[src/rtl/ldpc_encoder_pkg.sv]
// Default code dimensions for the systematic LDPC encoder.
// N and K remain plain module parameters; these only supply the defaults.
package ldpc_encoder_pkg;
    localparam int DEF_N = 11;
    localparam int DEF_K = 6;
endpackage

[src/rtl/ldpc_parity_gen.sv]
// Combinational GF(2) parity generator: parity = info_bits * P.
// One AND-XOR reduction tree per parity column.
module ldpc_parity_gen
    import ldpc_encoder_pkg::*;
#(
    parameter int N = DEF_N,
    parameter int K = DEF_K
) (
    input  logic [K-1:0]       info_bits,
    input  logic [K*(N-K)-1:0] generator_p,
    output logic [N-K-1:0]     parity
);
    localparam int M = N - K;

    for (genvar j = 0; j < M; j++) begin : g_col
        logic [K-1:0] terms;
        // Column j picks bit j out of every row i, rows being M bits wide.
        for (genvar i = 0; i < K; i++) begin : g_row
            assign terms[i] = info_bits[i] & generator_p[i*M + j];
        end
        assign parity[j] = ^terms;
    end
endmodule

[src/rtl/ldpc_encoder.sv]
// Systematic LDPC encoder: registers {info_bits, info_bits*P} with a valid flag.
// One-cycle latency, one codeword per enabled cycle, holds value when disabled.
module ldpc_encoder
    import ldpc_encoder_pkg::*;
#(
    parameter int N = DEF_N,
    parameter int K = DEF_K
) (
    input  logic               clk,
    input  logic               rst_n,
    input  logic               i_en,
    input  logic [K-1:0]       info_bits,
    input  logic [K*(N-K)-1:0] generator_p,
    output logic [N-1:0]       codeword,
    output logic               o_valid
);
    if (K >= N || K < 1) begin : g_param_check
        $error("ldpc_encoder: requires N > K >= 1");
    end

    logic [N-K-1:0] parity;

    ldpc_parity_gen #(
        .N(N),
        .K(K)
    ) u_parity_gen (
        .info_bits  (info_bits),
        .generator_p(generator_p),
        .parity     (parity)
    );

    // Output stage: codeword is cleared by reset as well as valid.
    always_ff @(posedge clk or negedge rst_n) begin
        if (!rst_n) begin
            codeword <= '0;
            o_valid  <= 1'b0;
        end else begin
            o_valid <= i_en;
            if (i_en) begin
                codeword <= {info_bits, parity};
            end
        end
    end
endmodule

[config.mk]
export PLATFORM = sky130hd
export DESIGN_NAME = ldpc_encoder
export DESIGN_NICKNAME = d
export VERILOG_FILES = /design/src/rtl/ldpc_encoder_pkg.sv /design/src/rtl/ldpc_parity_gen.sv /design/src/rtl/ldpc_encoder.sv
export SDC_FILE = /design/constraint.sdc
export NUM_CORES = 1
export LEC_CHECK = 0
export CORE_AREA = 5 5 54 56
export DETAILED_ROUTE_END_ITERATION = 6
export DIE_AREA = 0 0 59 61
export PLACE_DENSITY_LB_ADDON = 0.08
export SYNTH_ARGS = -nofsm -noshare
export SYNTH_HDL_FRONTEND = slang
export SYNTH_SLANG_ARGS = --single-unit
[constraint.sdc]
create_clock -name clk -period 1 [get_ports clk]
set_input_delay 0.15 -clock clk [delete_from_list [all_inputs] [get_ports clk]]
set_output_delay 0.15 -clock clk [all_outputs]
set_load 0.1 [all_outputs]
==> flow_metrics.tcl <==
set metrics [dict create \
    status "finished, violations left" \
    violations "setup timing" \
    min_period_ps 1090 \
    grt_max_degree 13 \
    gp_congestion 0.727 \
    core_um2 2390 \
    reg2reg_depth 1 \
    fin_skew_ps 0 \
    vias 737 \
    synth-async-reset-ratio_pct 100 \
    ant_nets 0 \
    cellPowerDensity_nw_per_um2 1580 \
    synth.most_common_cell "nand2_1" \
    max-slew-margin-rel_pct 88.7 \
    r2r_slack_ps 130 \
    io_buffers 50 \
    grt_pass1_wl_um 3800 \
    vdd_drop_max_v 0.00121 \
    cts_tree "yes" \
    path_depth 1 \
    worstPathCellList "buf_12" \
    synth_top_area_share_pct 36.9 \
    hold_viol 0 \
    worst_pin_slew_ps 170 \
    root_buffer "clkbuf_4" \
    htreeDepth 1 \
    dpl_worst_slack_ps -685 \
    synth_ff_type "dfrtp_1" \
    fp.dieW_um 59 \
    wl_um 2310 \
    drtIter0Drc 8 \
    max_stage_delay_ps 490 \
    netlist_top_cells_count "30 x nand2_1, 12 x dfrtp_1, 6 x mux2_2" \
    ys_warn_count 0 \
    dr.pass1.iters 4 \
    hold_class "input port to async pin" \
    grt_setup_unrepaired "true" \
    cp_num_buf_inv 1 \
    setup_ws_ps -89.9 \
    antenna_found_initial 0 \
    clock-sinks 12 \
    cp_slowest_cell "dfrtp_4" \
    syn_avg_cell_area_um2 10.2 \
    ios 51 \
    grt.overflow.total 0 \
    ys_ff_latch 12 \
    routed_via_density 4.44 \
    grt_util_all_layers_pct 14.3 \
    timing.final.crit_share_pct 109 \
    syn_nets 119 \
    cts_made_buffers 3 \
    slew_violations 0 \
    ys_seq_area_share_pct 36.9 \
    grt_pass1_vias 832 \
    die_area_um2 3600 \
    cts_setup_buffers 0 \
    drive_above_1_share_pct 47.8 \
    drc 0 \
    place_inst 162 \
    yosys-top-cells-area "dfrtp_1 37%, nand2_1 14%, xnor3_1 14%" \
    critPathArrivalTime_ps 940 \
    p_leak_nw 0.747 \
    critPathKind "register to primary output" \
    final_cells 166 \
    maxCapViolCount 0 \
    finalNetCount 176 \
    post_drt_wl_per_cell_um 13.9 \
    dp_hpwl_um 1830 \
    synth_edf_count 0 \
    netlist_area_um2 813 \
    crit_required_ps 850 \
    synth_area_leader_cell "dfrtp_1" \
    num_rows 18 \
    clock_latency_ps 270 \
    critPathCaptureType "primary output" \
    start_util_pct 34.1 \
    cp-start-kind "register" \
    setup_violations 12 \
    clk_pin_slew_ps 80 \
    synth_cell_types 10 \
    areaGrowthSynthToFinish_pct 90.8 \
    timing.fmax_mhz 918 \
    die_y_um 61 \
    cpLargestDelayFamily "flip-flops" \
    syn_inst 80 \
    clk_path_buf_depth 2 \
    antenna_cells 0 \
    path_max_fanout 2 \
]
state kept, by name, indices dropped and copies added, names as in the netlist:
register,cells
o_valid,1
codeword,11
through the flow:
| stage | total power (W) | hold WS (ps) | utilization (%) | setup TNS (ps) | area (µm²) |
|---|---|---|---|---|---|
| finish | 0.00245 | 162 | 65.0 | -578 | 1550 |
| global route | 0.00255 | 167 | 65.0 | -971 | 1550 |
| CTS | 0.00247 | 162 | 65.3 | -689 | 1560 |
| detailed placement | 0.00210 | 463 | 63.7 | -4560 | 1520 |
| global placement | 0.00209 | 464 | 63.7 | -4490 | 1520 |
| floorplan | 0.00149 | -146 | - | -140 | 841 |
kinds of logic after synthesis:
family	Yosys count	synth area share [%]
simple gates	35	16.2
buf+inv	2	0.923
mux	6	8.31
flops	12	36.9
compound gates	5	3.08
xor+xnor	20	34.6
repair_timing:
item,4_1_cts,5_1_grt
pin swaps,25,11
hold buffers,0,0
endpoints found under the setup margin,17,16
resized for setup,59,15
cell type report:
| cell class | instances | area (µm²) |
|---|---|---|
| clock buffer | 4 | 36.3 |
| fill | 218 | 836 |
| sequential | 12 | 328 |
| timing repair buffer | 54 | 592 |
| tap | 30 | 37.5 |
| multi-input combinational | 66 | 558 |
layout by cell type, fill, tap and decap left out, drive strengths merged:
cell type and count:
nand2 30, clkdlybuf4s50 2, mux2 6, dlymetal6s2s 1
dfrtp 12, dlygate4sd2 25, xor2 5, buf 20
clkdlybuf4s15 4, a21oi 5, xnor2 10, xnor3 5
clkbuf 6, nor2 5
per-layer routing:
layer | vias to the layer above | global-route usage [%] | share of wire [%]
met4 | 0 | 1.29 | 0
met3 | 0 | 6.17 | 10
met5 | - | 0 | 0
met1 | 336 | 16.3 | 39
met2 | 33 | 25.7 | 51
li1 | 368 | - | -
path summary, 6_finish.rpt:
check / start / end
worst max-delay path: codeword[5]$_DFFE_PN0P_ / codeword[5]
worst max register to register: codeword[5]$_DFFE_PN0P_ / codeword[5]$_DFFE_PN0P_
worst min register to register: codeword[10]$_DFFE_PN0P_ / codeword[10]$_DFFE_PN0P_
max in group asynchronous: rst_n / codeword[8]$_DFFE_PN0P_
min in group clk: info_bits[3] / codeword[8]$_DFFE_PN0P_
worst min-delay path: rst_n / o_valid$_DFF_PN0_
power by group:
group	leakage, nW	switching, W	total (W)	internal [W]
Combinational	0.599	0.000800	0.00139	0.000592
Clock	0.0210	0.000160	0.000382	0.000221
Sequential	0.127	0.0000870	0.000674	0.000587
No activity file was read; power rests on OpenSTA's default activity.
